--- config.mk ---
export PLATFORM = sky130hd
export DESIGN_NAME = regbank_wr_demux
export DESIGN_NICKNAME = d
export VERILOG_FILES = /design/src/rtl/regbank_wr_demux_pkg.sv /design/src/rtl/regbank_wr_demux_wb_fifo2.sv /design/src/rtl/regbank_wr_demux.sv
export SDC_FILE = /design/constraint.sdc
export NUM_CORES = 1
export LEC_CHECK = 0
export ABC_AREA = 1
export CORE_AREA = 2 2 246 248
export CTS_BUF_LIST = sky130_fd_sc_hd__clkbuf_16
export DETAILED_ROUTE_END_ITERATION = 12
export DIE_AREA = 0 0 248 250
export PLACE_DENSITY = 0.72
export SETUP_SLACK_MARGIN = 0.15
export SLEW_MARGIN = 20
export SYNTH_ARGS = -nofsm -noshare
export SYNTH_HDL_FRONTEND = slang
export SYNTH_HIERARCHICAL = 1
export SYNTH_SLANG_ARGS = --single-unit
--- constraint.sdc ---
create_clock -name clk -period 5.3 [get_ports clk]
set_clock_uncertainty 0.15 [all_clocks]
set_input_delay 0.795 -clock clk [delete_from_list [all_inputs] [get_ports clk]]
set_output_delay 0.795 -clock clk [all_outputs]
set_load 0.01 [all_outputs]
--- src/rtl/regbank_wr_demux_pkg.sv ---
// Shared definitions for the register-bank write demux and its load buffer.
// Holds the bank geometry, the buffer depth and the buffered write-back entry
// type. It also provides an address-to-one-hot helper used for bank write
// enables and the pending-register mask.
package regbank_wr_demux_pkg;

  localparam int NUM_REGS   = 16;
  localparam int ADDR_W     = 4;
  localparam int DATA_W     = 32;
  localparam int FIFO_DEPTH = 2;
  localparam int CNT_W      = 2;

  typedef logic [ADDR_W-1:0]   addr_t;
  typedef logic [DATA_W-1:0]   data_t;
  typedef logic [NUM_REGS-1:0] onehot_t;

  // One buffered load write-back. live drops when a younger ALU write to the
  // same register makes this entry stale; the slot is still kept and popped.
  typedef struct packed {
    logic  live;
    addr_t addr;
    data_t data;
  } wb_entry_t;

  function automatic onehot_t addr_to_onehot(input addr_t a);
    onehot_t oh;
    oh    = '0;
    oh[a] = 1'b1;
    return oh;
  endfunction

endpackage

--- src/rtl/regbank_wr_demux_wb_fifo2.sv ---
// wb_fifo2: two-entry in-order load write-back buffer with per-entry kill.
// Ports:
//   clk, reset_n          clock, async active-low reset (empties the buffer)
//   i_push, i_push_addr/data  enqueue one entry (caller has already handshaken)
//   i_pop_allow           head may leave this cycle (bank write port is free)
//   i_kill_valid/addr     younger ALU write; live entries with this addr die
//   o_push_ready          space available, counting a pop in this same cycle
//   o_pop                 head leaves at the coming edge
//   o_head_live/addr/data head entry contents
//   o_pend_mask           OR of one-hot(addr) over occupied live entries
//   o_count               occupied entries, 0..2
module wb_fifo2
  import regbank_wr_demux_pkg::*;
(
  input  logic             clk,
  input  logic             reset_n,
  input  logic             i_push,
  input  addr_t            i_push_addr,
  input  data_t            i_push_data,
  input  logic             i_pop_allow,
  input  logic             i_kill_valid,
  input  addr_t            i_kill_addr,
  output logic             o_push_ready,
  output logic             o_pop,
  output logic             o_head_live,
  output addr_t            o_head_addr,
  output data_t            o_head_data,
  output onehot_t          o_pend_mask,
  output logic [CNT_W-1:0] o_count
);

  wb_entry_t        r_entry [FIFO_DEPTH];
  logic             r_rd_ptr;
  logic             r_wr_ptr;
  logic [CNT_W-1:0] r_count;

  logic             w_pop;
  logic [FIFO_DEPTH-1:0] w_occ;
  onehot_t          w_pend;

  assign w_pop        = (r_count != '0) && i_pop_allow;
  assign o_pop        = w_pop;
  assign o_push_ready = (r_count < CNT_W'(FIFO_DEPTH)) || w_pop;
  assign o_head_live  = r_entry[r_rd_ptr].live;
  assign o_head_addr  = r_entry[r_rd_ptr].addr;
  assign o_head_data  = r_entry[r_rd_ptr].data;
  assign o_count      = r_count;
  assign o_pend_mask  = w_pend;

  // Slot occupancy derived from count and read pointer.
  always_comb begin
    w_occ = '0;
    if (r_count == CNT_W'(2)) begin
      w_occ = '1;
    end else if (r_count == CNT_W'(1)) begin
      w_occ[r_rd_ptr] = 1'b1;
    end
  end

  always_comb begin
    w_pend = '0;
    for (int i = 0; i < FIFO_DEPTH; i++) begin
      if (w_occ[i] && r_entry[i].live) begin
        w_pend = w_pend | addr_to_onehot(r_entry[i].addr);
      end
    end
  end

  always_ff @(posedge clk or negedge reset_n) begin
    if (!reset_n) begin
      for (int i = 0; i < FIFO_DEPTH; i++) begin
        r_entry[i] <= '0;
      end
      r_rd_ptr <= 1'b0;
      r_wr_ptr <= 1'b0;
      r_count  <= '0;
    end else begin
      // Kill first; a push into a slot in the same cycle is written after and
      // wins, so an entry arriving alongside the ALU write stays live.
      for (int i = 0; i < FIFO_DEPTH; i++) begin
        if (i_kill_valid && r_entry[i].live && (r_entry[i].addr == i_kill_addr)) begin
          r_entry[i].live <= 1'b0;
        end
      end
      if (i_push) begin
        r_entry[r_wr_ptr] <= '{live: 1'b1, addr: i_push_addr, data: i_push_data};
        r_wr_ptr          <= ~r_wr_ptr;
      end
      if (w_pop) begin
        r_rd_ptr <= ~r_rd_ptr;
      end
      case ({i_push, w_pop})
        2'b10:   r_count <= r_count + CNT_W'(1);
        2'b01:   r_count <= r_count - CNT_W'(1);
        default: r_count <= r_count;
      endcase
    end
  end

endmodule

--- src/rtl/regbank_wr_demux.sv ---
// regbank_wr_demux: 16 x 32 register bank with two write-back ports.
// Port A (ALU) writes the bank directly and always wins the write port.
// Port B (load) is valid/ready and always goes through a 2-entry buffer.
// That buffer drains only in cycles when port A is idle. An ALU write kills
// any buffered load to the same register, because the ALU result is younger.
// Ports:
//   clk, reset_n                 clock, async active-low reset
//   wr_valid_a/addr_a/data_a     ALU write-back, always accepted
//   wr_valid_b/ready_b/addr_b/data_b  load write-back handshake
//   regs_flat                    register i on bits [32i+31:32i]
//   commit_onehot                bank write enable this cycle (one-hot or 0)
//   pend_mask                    registers with a live buffered load
//   fifo_count                   occupied buffer entries
// HARD_ZERO=1 makes register 0 a constant zero; writes to it are dropped.
module regbank_wr_demux
  import regbank_wr_demux_pkg::*;
#(
  parameter int HARD_ZERO = 0
) (
  input  logic                       clk,
  input  logic                       reset_n,
  input  logic                       wr_valid_a,
  input  logic [ADDR_W-1:0]          wr_addr_a,
  input  logic [DATA_W-1:0]          wr_data_a,
  input  logic                       wr_valid_b,
  output logic                       wr_ready_b,
  input  logic [ADDR_W-1:0]          wr_addr_b,
  input  logic [DATA_W-1:0]          wr_data_b,
  output logic [NUM_REGS*DATA_W-1:0] regs_flat,
  output logic [NUM_REGS-1:0]        commit_onehot,
  output logic [NUM_REGS-1:0]        pend_mask,
  output logic [1:0]                 fifo_count
);

  data_t   r_regs [NUM_REGS];

  logic    w_a_drop;
  logic    w_a_commit;
  logic    w_ready_b;
  logic    w_b_drop;
  logic    w_push;
  logic    w_pop;
  logic    w_head_live;
  addr_t   w_head_addr;
  data_t   w_head_data;
  logic    w_b_commit;
  onehot_t w_commit;
  data_t   w_wdata;
  onehot_t w_pend;
  logic [CNT_W-1:0] w_count;

  assign w_a_drop   = (HARD_ZERO != 0) && (wr_addr_a == '0);
  assign w_b_drop   = (HARD_ZERO != 0) && (wr_addr_b == '0);
  assign w_a_commit = reset_n && wr_valid_a && !w_a_drop;

  // A dropped x0 load still completes its handshake; it just never enqueues.
  assign w_push     = wr_valid_b && w_ready_b && !w_b_drop;

  wb_fifo2 u_fifo (
    .clk          (clk),
    .reset_n      (reset_n),
    .i_push       (w_push),
    .i_push_addr  (wr_addr_b),
    .i_push_data  (wr_data_b),
    .i_pop_allow  (!wr_valid_a),
    .i_kill_valid (wr_valid_a && !w_a_drop),
    .i_kill_addr  (wr_addr_a),
    .o_push_ready (w_ready_b),
    .o_pop        (w_pop),
    .o_head_live  (w_head_live),
    .o_head_addr  (w_head_addr),
    .o_head_data  (w_head_data),
    .o_pend_mask  (w_pend),
    .o_count      (w_count)
  );

  // Pops happen only with port A idle, so the two commit sources never collide.
  assign w_b_commit = reset_n && w_pop && w_head_live;

  always_comb begin
    w_commit = '0;
    w_wdata  = wr_data_a;
    if (w_a_commit) begin
      w_commit = addr_to_onehot(wr_addr_a);
      w_wdata  = wr_data_a;
    end else if (w_b_commit) begin
      w_commit = addr_to_onehot(w_head_addr);
      w_wdata  = w_head_data;
    end
  end

  always_ff @(posedge clk or negedge reset_n) begin
    if (!reset_n) begin
      for (int i = 0; i < NUM_REGS; i++) begin
        r_regs[i] <= '0;
      end
    end else begin
      for (int i = 0; i < NUM_REGS; i++) begin
        if (w_commit[i]) begin
          r_regs[i] <= w_wdata;
        end
      end
    end
  end

  always_comb begin
    regs_flat = '0;
    for (int i = 0; i < NUM_REGS; i++) begin
      regs_flat[i*DATA_W +: DATA_W] = r_regs[i];
    end
    if (HARD_ZERO != 0) begin
      regs_flat[DATA_W-1:0] = '0;
    end
  end

  // Buffer count is already 0 in reset; the OR keeps ready high regardless.
  assign wr_ready_b    = w_ready_b || !reset_n;
  assign commit_onehot = w_commit;
  assign pend_mask     = w_pend;
  assign fifo_count    = w_count;

endmodule

# == Word-level counts from Yosys, hierarchy flattened ==
# Cells that the tools add are included.
# op_classes
bitwise,5
n_reduce_logical,23
n_eq_ne,6
n_addsub,2
n_lt_le_gt_ge,14
n_mux,28
# ops
operator,count
37-bit two-way mux,4
74-bit bitwise mux,1
74-bit two-way mux,1
16-bit two-way mux,4
32-bit two-way mux,2
37-bit demux with 1-bit select,1
"4-bit by 5-bit < comparator with 1-bit output, second input constant",4
1-bit logical AND,17
1-bit demux with 4-bit select,4
"4-bit by 1-bit >= comparator with 1-bit output, second input constant",4
16-bit OR,1
4-bit == test,2
1-bit two-way mux,7
"2-bit by 1-bit == test with 1-bit output, second input constant",2
"2-bit == test, second input constant",2
"2-bit >= comparator, second input constant",2
2-bit two-way mux,2
1-bit inverter with 2-bit output,2
2-bit case mux with 2 select lines,1
2-bit nonzero test,2
"2-bit by 1-bit adder with 2-bit output, second input constant",1
1-bit logical NOT,2
1-bit logical OR,2
"1-bit by 2-bit < comparator with 1-bit output, second input constant",1
6 further kinds,7
# word_totals
output_inout_bits,547
elab_cells,103
regBits,590
input_bits,76

# == Depth between registers and ports, before layout ==
# Gate-level depths: netlist of run 1.
# logic_depth
depth_word,10
mapped_depth,13
depth_no_buf,10

# == Modules after synthesis ==
# Netlist of run 1, hierarchy kept.
# modules_own_cells
mod,seq_area_each_um2,instances,cells_per_inst,area_each_um2
regbank_wr_demux,12812.3,1,2421,21008.9
wb_fifo2,1951.9,1,534,4026.4

# == Least setup slack after synthesis of run 1 ==
# No wires, ideal clock.
# synth_path
kind,input port to output port
start,input wr_valid_a
end,output commit_onehot[15]
setup_slack_ps,2416
stages,9
required_time_ps,4355
arrival_time_ps,1939
n_path_buf,2
cell_sequence,inv_2 -> inv_1 -> nor2_1 -> nand2_1 -> nor2_2 -> buf_4 -> nand3_2 -> nand2_1 -> buf_4
# synth_via
elab_chain_cells,6
elab_cells_between_ends,7
cone_classes,2 x mux; 5 x reduce/logical
# synth_lines
element,line_no,source
from (decl),regbank_wr_demux.sv:22,"input logic wr_valid_a,"
1-bit logical NOT,regbank_wr_demux.sv:65,".i_pop_allow (!wr_valid_a),"
1-bit logical AND,regbank_wr_demux_wb_fifo2.sv:41,assign w_pop = (r_count != '0) && i_pop_allow;
net w_pop,regbank_wr_demux.sv:42,logic w_pop;
1-bit logical AND (2 in a row),regbank_wr_demux.sv:78,assign w_b_commit = reset_n && w_pop && w_head_live;
16-bit two-way mux,regbank_wr_demux.sv:86,end else if (w_b_commit) begin
16-bit two-way mux,regbank_wr_demux.sv:83,if (w_a_commit) begin
to (decl),regbank_wr_demux.sv:30,"output logic [NUM_REGS-1:0] commit_onehot,"
# The timed path passes the listed nets, and every way through them passes these cells.

# == Final worst setup path of run 1 ==
# layout_path
start,register u_fifo.r_rd_ptr
end,output commit_onehot[14]
# layout_via
elab_chain_cells,10
elab_cells_between_ends,12
cone_classes,2 x order compare; 7 x mux; 1 x bitwise; 2 x reduce/logical
# layout_lines
element,line_no,source
from (decl),regbank_wr_demux_wb_fifo2.sv:33,logic r_rd_ptr;
from (signal assigned),regbank_wr_demux_wb_fifo2.sv:90,r_rd_ptr <= ~r_rd_ptr;
1-bit inverter with 2-bit output (not written as such) (*),regbank_wr_demux_wb_fifo2.sv:45,assign o_head_addr = r_entry[r_rd_ptr].addr;
37-bit two-way mux (not written as such) (*),regbank_wr_demux_wb_fifo2.sv:45,
37-bit two-way mux (*) (2 in a row),n/a,
net w_head_addr[3],regbank_wr_demux.sv:44,addr_t w_head_addr;
4-bit by 5-bit < comparator with 1-bit output (not written as such) / 4-bit by 1-bit >= comparator with 1-bit output (equally long branches),regbank_wr_demux_pkg.sv:28,oh[a] = 1'b1;
1-bit logical AND (not written as such),regbank_wr_demux_pkg.sv:28,
1-bit two-way mux (not written as such),regbank_wr_demux_pkg.sv:28,
1-bit demux with 4-bit select (*),regbank_wr_demux_pkg.sv:28,
16-bit two-way mux (*),regbank_wr_demux.sv:86,
16-bit two-way mux (*),regbank_wr_demux.sv:83,
# The timed path passes the listed nets; every way through them passes the cells marked *. The select of a mux whose other input is x is not followed.

==> results.toml, run 1 <==
[clock_tree]
clkSinkCount = 590
clkLatencyLatePin_ns = 0.61
cts_buffers = 60
cts_setup_buffers = 0
cts-root-buf = "clkbuf_16"
cts_tree = "built"
htreeDepth = 2
clkTransAtPathRegs_ns = 0.06
clockBufferDepth = 3

[placement]
portBuffers = 622
hpwl_um = 65400
globalplace.congestion = 0.880
dpl.cell_count = 4215
preCtsSetupSlack_ns = 0.883

[worst_setup_path]
worstPathArrival_ns = 3.60
max_stage_delay_ns = 0.55
cp.buffers_inverters = 4
crit_path_end_kind = "output pin"
cp-startpoint = "u_fifo/r_rd_ptr"
reg2reg_setup_slack_ns = 1.65
cp-start-kind = "flop"
crit_type = "reg -> out"
cp_top_family = "buffers and inverters"
cp_data_required_time_ns = 4.36
critical_path_peak_fanout = 33
r2r-start = "u_fifo/o_count[0]"
crit_path_top_delay_cell = "clkdlybuf4s50_1"
cp_cell_sequence = "buf_4, clkinv_1, o21ai_1, nand2_1, nor2_1, nand2_2, buf_4, nand2_1, clkdlybuf4s50_1"

[floorplanning]
die_x_um = 248
boundaryPins = 623
core_um2 = 59600
rows = 90
die_area_um2 = 62000
start_util_pct = 42.0
die_y_um = 250

[yosys]
synth_edf_count = 0
async_reset_ff_share_pct = 100
synth_warnings = 6
syn-num-nets = 3035
avgSynthCellArea_um2 = 8.47
yosys-top-cells-area = "dfrtp_1, nand2_1, nand3_1"
postSynthCellCount = 2955
yosysTopAreaCell = "dfrtp_1"
yosys_most_used_dff = "dfrtp_1"
seq_area_frac_synth_pct = 59.0
yosysMostFrequentCell = "nand2_1"
synth_common_cells = "nand2_1, dfrtp_1, nand3_1"
yosysUniqueCellTypes = 22
synth_top_area_share_pct = 59.0
ys_seq_elements = 590
netlist_area_um2 = 25000

[sta]
fin_crit_sh_pct = 85.7
tns_ns = 0
hold_viol = 0
clock.fmax_ghz = 0.220
tightest_slew_ns = 1.13
worst_slack_ns = 0.756
hold_slack_ns = 0.332
relSlewSlack_pct = 24.7
rsz0062_at_grt = "no"
finalSetupViolCount = 0
period_needed_ns = 4.54
maxSlewViolCount = 0

[finish]
final_core_util_pct = 56.3
nNetsFinal = 3576
final_layout_size_suffix_gt1_share_pct = 6.61
syn2layout_area_growth_pct = 33.8
fillers = 5291
final_cells = 4325

[grt]
grt_pass1_vias = 22200
gr-total-overflow = 0
grt_pass1_wl_um = 143000
grt_use_total_pct = 30.8
grt_max_degree = 170
antenna_found_initial = 1

[power]
power.density_nw_per_um2 = 577
total_leakage_power_uw = 0.0171
vdd_drop_max_uv = 308

[routing]
vias = 23300
post_drt_wl_per_cell_um = 22.4
firstDrtPassIters = 5
vias_per_cell = 5.38
drt-total-wl_um = 96900
ant_nets = 0
drcViolationCount = 0
drtIter0Drc = 2380

[status]
status = "finished, final reports clean"

[min_path]
hold_path.class = "reg -> reg"

[job]
maxCapViolCount = 0
==> layout by cell type (no fill, tap or decap), types with 3 or more instances in the layout <==
| cell type | count |
|---|---|
| buf_4 | 63 |
| clkbuf_16 | 61 |
| clkdlybuf4s50_1 | 621 |
| clkinv_1 | 17 |
| clkinv_2 | 10 |
| dfrtp_1 | 590 |
| diode_2 | 3 |
| ha_1 | 4 |
| inv_1 | 91 |
| nand2_1 | 1351 |
| nand2_2 | 39 |
| nand3_1 | 532 |
| nand3_2 | 20 |
| nor2_1 | 33 |
| o21ai_0 | 55 |
| o21ai_1 | 5 |
| o21ai_2 | 29 |
| xor2_1 | 3 |
==> final timing paths <==
path,endpoint,depth (start not counted)
max,commit_onehot[14],9
min,flop,2
max reg2reg,regs_flat[111],11
min reg2reg,flop,2
max in group asynchronous,regs_flat[313],5
min in group asynchronous,regs_flat[105],2
==> cell type report <==
| class | count | area, um2 | share of cell area, % |
|---|---|---|---|
| flip-flops and latches | 590 | 14800 | 44.1 |
| multi-input cells | 2077 | 8980 | 26.8 |
| repair buffers | 688 | 6750 | 20.2 |
| clock buffers | 61 | 1530 | 4.56 |
| well taps | 782 | 978 | 2.92 |
| inverters | 79 | 297 | 0.885 |
| clock inverters | 45 | 199 | 0.594 |
| diodes | 3 | 7.51 | 0.0224 |
==> layer usage <==
layer  GRT usage [%]  vias to the layer above  part of all wire [%]
li1                -                    10400                     -
met1            42.1                    11300                    40
met2            47.6                     1302                    46
met3            6.75                      232                   9.8
met4            12.2                        2                   4.3
met5               0                        -                 0.013
==> timing repair <==
item / 4_1_cts / 5_1_grt
hold buffers: 1 / 0
gates resized for setup: 0 / 1
hold endpoints to repair: 30 / 0
endpoints found under the setup margin: 0 / 1
==> cells by family after synthesis <==
group / after synthesis / share of synthesized area [%]
AO/OA/AOI/OAI: 89 / 2.21
XOR/XNOR: 5 / 0.175
adder cells (fa/ha/maj): 4 / 0.200
buffers and inverters: 288 / 5.38
flip-flops: 590 / 59.0
AND/OR/NAND/NOR: 1979 / 33.1
==> through the flow <==
step | power, uW | instance area, um2
5_1_grt | 20400 | 33500
3_5_place_dp | 15500 | 31800
6_report | 19300 | 33500
4_1_cts | 19300 | 33500
3_3_place_gp | 15300 | 31800
2_1_floorplan | 10700 | 25000
==> power breakdown <==
part	internal, uW	leakage [uW]	total, uW	switching, uW
Combinational	3890	0.00858	7880	3990
Clock	2060	0.000908	3850	1790
Sequential	6340	0.00758	7590	1250
Total	12300	0.0171	19300	7030
==> worst register-to-register path, delay by kind of cell (launching register included) <==
family,cells,cell delay [ns]
buffers and inverters,3,0.88
AND/OR/NAND/NOR,7,1.93
flip-flops,1,0.42
adder cells (fa/ha/maj),1,0.21
Power figures use the tool's default switching activity.
==> inputs of run 2 (changes only) <==
--- a/config.mk
+++ b/config.mk
@@ -12,6 +12,7 @@
 export DIE_AREA = 0 0 248 250
 export PLACE_DENSITY = 0.72
 export SETUP_SLACK_MARGIN = 0.15
+export SKIP_LAST_GASP = 1
 export SLEW_MARGIN = 20
 export SYNTH_ARGS = -nofsm -noshare
 export SYNTH_HDL_FRONTEND = slang
==> results of run 2 <==
Same layout as run 1: the final DEF is identical, and so are final timing and power.
